$ cat src/rtl/id_ex_hazard_stage.sv
// ID/EX pipeline register with load-use stall, redirect flush, EX forwarding selects
// and saturating stall/flush event counters.
module id_ex_hazard_stage #(
    parameter int XLEN  = 32,
    parameter int RA_W  = 5,
    parameter int ALU_W = 4,
    parameter int CNT_W = 16
) (
    input  logic             clk,
    input  logic             reset,
    input  logic [RA_W-1:0]  rs1_d,
    input  logic [RA_W-1:0]  rs2_d,
    input  logic [RA_W-1:0]  rd_d,
    input  logic [XLEN-1:0]  rd1_d,
    input  logic [XLEN-1:0]  rd2_d,
    input  logic [XLEN-1:0]  imm_d,
    input  logic [XLEN-1:0]  pc_d,
    input  logic             reg_write_d,
    input  logic             mem_read_d,
    input  logic             mem_write_d,
    input  logic             alu_src_d,
    input  logic             branch_d,
    input  logic             jump_d,
    input  logic [ALU_W-1:0] alu_ctrl_d,
    input  logic             pc_src_e,
    input  logic [RA_W-1:0]  rd_m,
    input  logic [RA_W-1:0]  rd_w,
    input  logic             reg_write_m,
    input  logic             reg_write_w,
    output logic [RA_W-1:0]  rs1_e,
    output logic [RA_W-1:0]  rs2_e,
    output logic [RA_W-1:0]  rd_e,
    output logic [XLEN-1:0]  rd1_e,
    output logic [XLEN-1:0]  rd2_e,
    output logic [XLEN-1:0]  imm_e,
    output logic [XLEN-1:0]  pc_e,
    output logic             reg_write_e,
    output logic             mem_read_e,
    output logic             mem_write_e,
    output logic             alu_src_e,
    output logic             branch_e,
    output logic             jump_e,
    output logic [ALU_W-1:0] alu_ctrl_e,
    output logic             stall_f,
    output logic             stall_d,
    output logic             flush_d,
    output logic [1:0]       forward_a_e,
    output logic [1:0]       forward_b_e,
    output logic [CNT_W-1:0] stall_cnt,
    output logic [CNT_W-1:0] flush_cnt
);

    typedef struct packed {
        logic [RA_W-1:0]  rs1;
        logic [RA_W-1:0]  rs2;
        logic [RA_W-1:0]  rd;
        logic [XLEN-1:0]  rd1;
        logic [XLEN-1:0]  rd2;
        logic [XLEN-1:0]  imm;
        logic [XLEN-1:0]  pc;
        logic             reg_write;
        logic             mem_read;
        logic             mem_write;
        logic             alu_src;
        logic             branch;
        logic             jump;
        logic [ALU_W-1:0] alu_ctrl;
    } ex_regs_t;

    localparam logic [CNT_W-1:0] CNT_MAX = {CNT_W{1'b1}};
    localparam logic [1:0] FWD_REG = 2'b00;
    localparam logic [1:0] FWD_WB  = 2'b01;
    localparam logic [1:0] FWD_MEM = 2'b10;

    ex_regs_t         ex_q, ex_d;
    logic [CNT_W-1:0] stall_cnt_q, stall_cnt_d;
    logic [CNT_W-1:0] flush_cnt_q, flush_cnt_d;

    logic       load_use;
    logic       stall;
    logic       bubble_e;
    logic [1:0] fwd_a;
    logic [1:0] fwd_b;

    // x0 is hardwired, so it can never be the source of a hazard or a forward.
    function automatic logic [1:0] fwd_sel(input logic [RA_W-1:0] rs);
        logic [1:0] sel;
        sel = FWD_REG;
        if (reg_write_m && (rd_m != '0) && (rd_m == rs)) begin
            sel = FWD_MEM;
        end else if (reg_write_w && (rd_w != '0) && (rd_w == rs)) begin
            sel = FWD_WB;
        end
        return sel;
    endfunction

    always_comb begin
        load_use = ex_q.mem_read && (ex_q.rd != '0) &&
                   ((ex_q.rd == rs1_d) || (ex_q.rd == rs2_d));
        // A redirect discards the decode instruction, so stalling it would be pointless.
        stall    = load_use && !pc_src_e;
        bubble_e = load_use || pc_src_e;
        fwd_a    = fwd_sel(ex_q.rs1);
        fwd_b    = fwd_sel(ex_q.rs2);
    end

    always_comb begin
        stall_f     = 1'b0;
        stall_d     = 1'b0;
        flush_d     = 1'b0;
        forward_a_e = FWD_REG;
        forward_b_e = FWD_REG;
        if (!reset) begin
            stall_f     = stall;
            stall_d     = stall;
            flush_d     = pc_src_e;
            forward_a_e = fwd_a;
            forward_b_e = fwd_b;
        end
    end

    always_comb begin
        ex_d = '0;
        if (!bubble_e) begin
            ex_d.rs1       = rs1_d;
            ex_d.rs2       = rs2_d;
            ex_d.rd        = rd_d;
            ex_d.rd1       = rd1_d;
            ex_d.rd2       = rd2_d;
            ex_d.imm       = imm_d;
            ex_d.pc        = pc_d;
            ex_d.reg_write = reg_write_d;
            ex_d.mem_read  = mem_read_d;
            ex_d.mem_write = mem_write_d;
            ex_d.alu_src   = alu_src_d;
            ex_d.branch    = branch_d;
            ex_d.jump      = jump_d;
            ex_d.alu_ctrl  = alu_ctrl_d;
        end
    end

    always_comb begin
        stall_cnt_d = stall_cnt_q;
        flush_cnt_d = flush_cnt_q;
        if (stall && (stall_cnt_q != CNT_MAX)) begin
            stall_cnt_d = stall_cnt_q + 1'b1;
        end
        if (pc_src_e && (flush_cnt_q != CNT_MAX)) begin
            flush_cnt_d = flush_cnt_q + 1'b1;
        end
    end

    always_ff @(posedge clk or posedge reset) begin
        if (reset) begin
            ex_q        <= '0;
            stall_cnt_q <= '0;
            flush_cnt_q <= '0;
        end else begin
            ex_q        <= ex_d;
            stall_cnt_q <= stall_cnt_d;
            flush_cnt_q <= flush_cnt_d;
        end
    end

    assign rs1_e       = ex_q.rs1;
    assign rs2_e       = ex_q.rs2;
    assign rd_e        = ex_q.rd;
    assign rd1_e       = ex_q.rd1;
    assign rd2_e       = ex_q.rd2;
    assign imm_e       = ex_q.imm;
    assign pc_e        = ex_q.pc;
    assign reg_write_e = ex_q.reg_write;
    assign mem_read_e  = ex_q.mem_read;
    assign mem_write_e = ex_q.mem_write;
    assign alu_src_e   = ex_q.alu_src;
    assign branch_e    = ex_q.branch;
    assign jump_e      = ex_q.jump;
    assign alu_ctrl_e  = ex_q.alu_ctrl;
    assign stall_cnt   = stall_cnt_q;
    assign flush_cnt   = flush_cnt_q;

endmodule

$ cat config.mk
export PLATFORM = sky130hd
export DESIGN_NAME = id_ex_hazard_stage
export DESIGN_NICKNAME = d
export VERILOG_FILES = /design/src/rtl/id_ex_hazard_stage.sv
export SDC_FILE = /design/constraint.sdc
export NUM_CORES = 1
export LEC_CHECK = 0
export ABC_AREA = 1
export CORE_AREA = 2 2 140 142
export CTS_CLUSTER_SIZE = 28
export DETAILED_ROUTE_END_ITERATION = 10
export DIE_AREA = 0 0 142 144
export GPL_ROUTABILITY_DRIVEN = 0
export PLACE_DENSITY = 0.87
export SLEW_MARGIN = 20
export SYNTH_ARGS = -nofsm -noshare
export SYNTH_HDL_FRONTEND = slang
export SYNTH_SLANG_ARGS = --single-unit
$ cat constraint.sdc
create_clock -name clk -period 22 [get_ports clk]
set_input_delay 5.5 -clock clk [delete_from_list [all_inputs] [get_ports clk]]
set_output_delay 5.5 -clock clk [all_outputs]
set_load 0.1 [all_outputs]
==> flow_summary.ini, run 1 <==
[global_route]
grt_pass1_vias = 6434
track_usage = 0.2159
overflow = 0
grt_antenna_before_repair = 1
grt_pass1_wl_um = 33650
grt_start_max_net_pins = 111

[critical_path]
cpPeakStageDelay_ns = 1.17
crit_chain = clkdlybuf4s50_1 > inv_8 > nand2_1 > a211oi_1 > nand3_1 > nor3_1 > clkdlybuf4s50_1
crit_type = primary input to output port
critical_path_required_ns = 16.50
cp_slowest_cell = clkdlybuf4s50_1
critPathLaunchType = primary input
ff2ff_path_depth = 10
arrival_ns = 8.51
cpMostUsedCell = clkdlybuf4s50_1
critPathMaxFanout = 110
cp-end-kind = output port

[routing]
firstDrtPassIters = 4
num_vias = 6229
drt-total-wl_um = 21780
drt-initial-drc-count = 347
drcViolationCount = 0
wire_per_inst_um = 15.54
via_per_inst = 4.443
ant_nets = 0

[logic_synthesis]
synth_cells = 791
ys_seq_elements = 185
synth_area_leaders = dfrtp_1, nor2_1, inv_1
syn_nets = 961
netlist_area_um2 = 7323
seq_area_frac_synth = 0.6322
synthMostInstantiatedCell = nor2_1
synth_edf_count = 0
ys.flop_type = dfrtp_1
yosysTopAreaCell = dfrtp_1
synth_cell_types = 27
synthArstFlopShare = 1.000
ys_top_cells_by_count = nor2_1, dfrtp_1, inv_1, nand2_1, xnor2_1
postSynthAreaPerCell_um2 = 9.258
yosysTopAreaCellShare = 0.6322
synth_warnings = 0

[worst_hold_path]
worstHoldPathType = flop to flop
hold_path_depth = 1

[sta]
layout_min_cycle_time_ns = 14.01
fin_setup_tns_ns = 0
fin_worst_skew_ns = 0.01549
hold_viol_final = 0
maxSlewHeadroom = 0.2609
fmax_ghz = 0.07140
slew_viol_final = 0
fin_crit_sh = 0.6366
setup_viol = 0
worst_pin_slew_ns = 1.105
rsz0062_at_grt = no

[cts]
ctsHoldBuffers = 0
cts.repair.resized = 0
cts_tree = yes
clkTransAtPathRegs_ns = 0.07
htree_num_levels = 4
cts_made_buffers = 17
cts_num_sinks = 185
root_buffer = clkbuf_16
postCtsSetupBuffers = 0
clkLatencyLatePin_ns = 0.43
clock_path_buffers = 2

[final_layout]
seqCellArea_um2 = 4629
finalNetCount = 1322
multi_input_area_um2 = 1878
drive_above_1_share = 0.04124
fill_cells = 1503
antenna_cells = 0
area_delta_synth_final_pct = 59.68
final_util = 0.6129

[placed_design]
io_buffers = 359
dp_hpwl_um = 16440

[power]
p_leak_nw = 5.801
cellPowerDensity_nw_per_um2 = 84.20
peakVddDrop_mv = 0.05072

[floorplanning]
row_count = 51
start_util = 0.3838
ios = 360
die_w_um = 142
die-area_um2 = 20450
core_area_um2 = 19080
die_h_um = 144

[run]
cap_violations = 0

[run_status]
outcome = complete, no violations
==> kinds of logic after synthesis <==
| family | count (synthesis) | synth area share |
|---|---|---|
| compound gates | 11 | 0.008541 |
| xor+xnor | 43 | 0.05143 |
| fa+ha+maj | 2 | 0.003417 |
| buf+inv | 202 | 0.1121 |
| flops | 185 | 0.6322 |
| simple gates | 348 | 0.1924 |
==> final timing paths <==
| kind | start | endpoint | slack (ns) |
|---|---|---|---|
| worst max register to register | rd_e[0] | rd1_e[23] | 19.27 |
| max in group asynchronous | reset | flush_cnt[8] | 14.71 |
| worst min register to register | flush_cnt[15] | flush_cnt[15] | 0.52 |
| worst min-delay path | flush_cnt[15] | flush_cnt[15] | 0.52 |
| min in group asynchronous | reset | flush_cnt[9] | 5.76 |
| worst max-delay path | reset | forward_b_e[0] | 7.99 |
==> per-layer routing <==
metal	global-route usage	vias up	share of wire
met2	0.3702	254	0.51
met1	0.2464	2928	0.38
met3	0.08079	50	0.080
met4	0.08211	2	0.033
li1	-	2995	-
met5	0	-	0.00051
==> report_power, final <==
group	leakage, nW	internal, mW	switching (mW)
Sequential	2.40	0.362	0.0163
Clock	0.279	0.161	0.145
Combinational	3.12	0.0786	0.221
Total	5.80	0.602	0.383
==> state kept, by name, summed over array words and instances (netlist names) <==
name,cells
alu_ctrl_e,4
alu_src_e,1
branch_e,1
flush_cnt,16
imm_e,32
jump_e,1
mem_read_e,1
mem_write_e,1
pc_e,32
rd1_e,32
rd2_e,32
rd_e,5
reg_write_e,1
rs1_e,5
rs2_e,5
stall_cnt,16
==> layout make-up <==
type	count	area share
Clock buffer	17	0.03638
Inverter	183	0.05938
Multi-Input combinational cell	404	0.1606
Tap cell	238	0.02547
Timing Repair Buffer	361	0.3086
Sequential cell	185	0.3959
Clock inverter	14	0.01370
==> stage by stage <==
| step | std cells | instance area [um^2] | hold WS [ns] | total power, mW | setup WS (ns) |
|---|---|---|---|---|---|
| floorplan | 791 | 7323 | 0.9987 | 0.5895 | 4.576 |
| global placement | 1371 | 11110 | 0.4862 | 0.6797 | 7.967 |
| detailed placement | 1371 | 11110 | 0.5053 | 0.6850 | 7.944 |
| CTS | 1402 | 11690 | 0.5162 | 0.9914 | 7.941 |
| global route | 1402 | 11690 | 0.5422 | 1.024 | 7.748 |
| finish | 1402 | 11690 | 0.5245 | 0.9846 | 7.994 |
==> placed cells by master, fill, tap and decap left out, types with 2 or more instances in the layout <==
master	Yosys	routed
a211oi_1	2	2
a21oi_1	3	3
buf_4	8	2
clkbuf_16	0	17
clkdlybuf4s50_1	0	359
clkinv_1	2	2
clkinv_4	0	2
clkinvlp_4	0	3
dfrtp_1	185	185
ha_1	2	2
inv_1	176	175
inv_2	5	5
inv_6	0	2
inv_8	0	6
nand2_1	110	110
nand2_2	3	2
nand3_1	22	22
nand4_1	5	5
nor2_1	186	186
nor3_1	13	13
nor4_1	2	2
o21ai_0	4	4
o22ai_1	2	2
or2_2	2	2
xnor2_1	23	23
xor2_1	20	20
==> critical path, delay by kind of cell <==
family,cells,cell delay [ns]
simple gates,3,0.38
compound gates,1,0.23
buf+inv,3,2.37
(Power assumes the default switching activity.)
==> run 2: changes to the inputs <==
--- a/config.mk
+++ b/config.mk
@@ -6,12 +6,12 @@
 export NUM_CORES = 1
 export LEC_CHECK = 0
 export ABC_AREA = 1
-export CORE_AREA = 2 2 140 142
+export CORE_AREA = 2 2 141 143
 export CTS_CLUSTER_SIZE = 28
 export DETAILED_ROUTE_END_ITERATION = 10
-export DIE_AREA = 0 0 142 144
+export DIE_AREA = 0 0 143 145
 export GPL_ROUTABILITY_DRIVEN = 0
-export PLACE_DENSITY = 0.87
+export PLACE_DENSITY = 0.86
 export SLEW_MARGIN = 20
 export SYNTH_ARGS = -nofsm -noshare
 export SYNTH_HDL_FRONTEND = slang
==> constraint.sdc (replaced) <==
create_clock -name clk -period 14.5 [get_ports clk]
set_input_delay 3.625 -clock clk [delete_from_list [all_inputs] [get_ports clk]]
set_output_delay 3.625 -clock clk [all_outputs]
set_load 0.1 [all_outputs]
==> run 2 against run 1 <==
  * Hold slack worse by 0.011 ns
  * Non-clock buffer count unchanged
  * Via count increased by 0.18%
  * Global-route usage shrank 0.53 points
  * Clock power grew 54%
  * Clock skew is 0.0027 ns lower
  * Register-to-register slack worse by 7.5 ns
  * Combinational power up 51%
  * Sequential share of layout area shrank 0.19 points
  * First-iteration DRC count decreased by 16%
  * Routed wire length down 2.6%
  * Total power up 52%
==> flow_summary.ini, run 2 (same netlist as run 1, synthesis figures left out) <==
[critical_path]
critPathMaxFanout = 102
critPathLaunchType = primary input
ff2ff_path_depth = 10
arrival_ns = 6.57
rr_startpoint = rd_e[0]
reg2reg_to = rd1_e[26]
cp-end-kind = output port
critical_path_required_ns = 10.88
crit_type = primary input to output port
rrSetupSlack_ns = 11.74

[routing]
drt-initial-drc-count = 293
ant_nets = 0
via_per_inst = 4.364
num_vias = 6240
firstDrtPassIters = 4
wire_per_inst_um = 14.84
drcViolationCount = 0
drt-total-wl_um = 21220

[floorplanning]
start_util = 0.3813
die_w_um = 143
die_h_um = 145
ios = 360
core_area_um2 = 19210
row_count = 51
die-area_um2 = 20740

[cts]
cts_tree = yes
cts_made_buffers = 17
clkLatencyLatePin_ns = 0.42
htree_num_levels = 4
clkTransAtPathRegs_ns = 0.07
root_buffer = clkbuf_16
clock_path_buffers = 2
postCtsSetupBuffers = 0
cts.repair.resized = 0
cts_num_sinks = 185
ctsHoldBuffers = 0

[final_layout]
area_delta_synth_final_pct = 60.47
antenna_cells = 0
seqCellArea_um2 = 4629
drive_above_1_share = 0.04120
final_common_cell = clkdlybuf4s50_1
finalNetCount = 1322
multi_input_area_um2 = 1878
layout_common_cells = clkdlybuf4s50_1, nor2_1, dfrtp_1
fill_cells = 1526
final_util = 0.6118

[sta]
layout_min_cycle_time_ns = 10.20
worst_pin_slew_ns = 1.090
slew_viol_final = 0
fin_worst_skew_ns = 0.01278
rsz0062_at_grt = no
fin_ws_ns = 4.300
setup_viol = 0
fmax_ghz = 0.09804
fin_setup_tns_ns = 0
hold_viol_final = 0
fin_crit_sh = 0.7034
maxSlewHeadroom = 0.2710

[placed_design]
dp_hpwl_um = 16230
io_buffers = 359
place_ws_ns = 4.217

[power]
cellPowerDensity_nw_per_um2 = 127.5
power_mw = 1.499
peakVddDrop_mv = 0.08191
p_leak_nw = 5.820

[run_status]
outcome = complete, no violations

[run]
cap_violations = 0

[worst_hold_path]
holdPathEnd = flush_cnt[15]
worstHoldPathType = flop to flop
min_from = flush_cnt[15]
hold_path_depth = 1

[global_route]
grt_start_max_net_pins = 103
grt_antenna_before_repair = 0
overflow = 0
grt_pass1_wl_um = 33910
grt_pass1_vias = 6572
track_usage = 0.2106
run 2: routing by layer:
layer,vias up,GRT usage,wire [um]
li1,2994,-,-
met1,2938,0.2377,8036
met2,254,0.3567,10780
met3,54,0.07987,1631
met4,0,0.08416,764
met5,-,0,0
run 2: critical path, cell delays in order:
cell             delay, ns
clkdlybuf4s50_1       0.60
inv_8                 0.56
nand2_1               0.12
a211oi_1              0.22
nand3_1               0.10
nor3_1                0.16
clkdlybuf4s50_1       1.17
run 2: stage by stage:
stage                     cell area (um^2)  hold slack [ns]  std cells
after floorplan                       7323           0.9987        791
after global placement               11140           0.4889       1398
after detailed placement             11140           0.4963       1398
after CTS                            11750           0.5070       1430
after global routing                 11750           0.5214       1430
final                                11750           0.5138       1430
run 2: layout make-up:
type	instances	share of cell area
sequential	185	0.3940
timing repair buffer	361	0.3074
multi-input combinational	404	0.1598
inverter	183	0.05909
clock buffer	18	0.03652
tap	265	0.02822
clock inverter	14	0.01501
run 2: power by group:
part	leakage [nW]	switching (mW)	total, mW	internal, mW
registers	2.40	0.0226	0.572	0.549
logic	3.12	0.334	0.453	0.119
clock network	0.296	0.224	0.474	0.249
run 2: worst max path at each step:
| stage | start | end | slack, ns |
|---|---|---|---|
| 6_report | reset | forward_b_e[0] | 4.30 |
| 3_3_place_gp | reset | forward_b_e[0] | 4.27 |
| 4_1_cts | reset | forward_b_e[0] | 4.22 |
| 2_1_floorplan | reset | forward_b_e[0] | 0.83 |
| 3_5_place_dp | reset | forward_b_e[0] | 4.22 |
| 5_1_grt | reset | forward_b_e[0] | 4.03 |
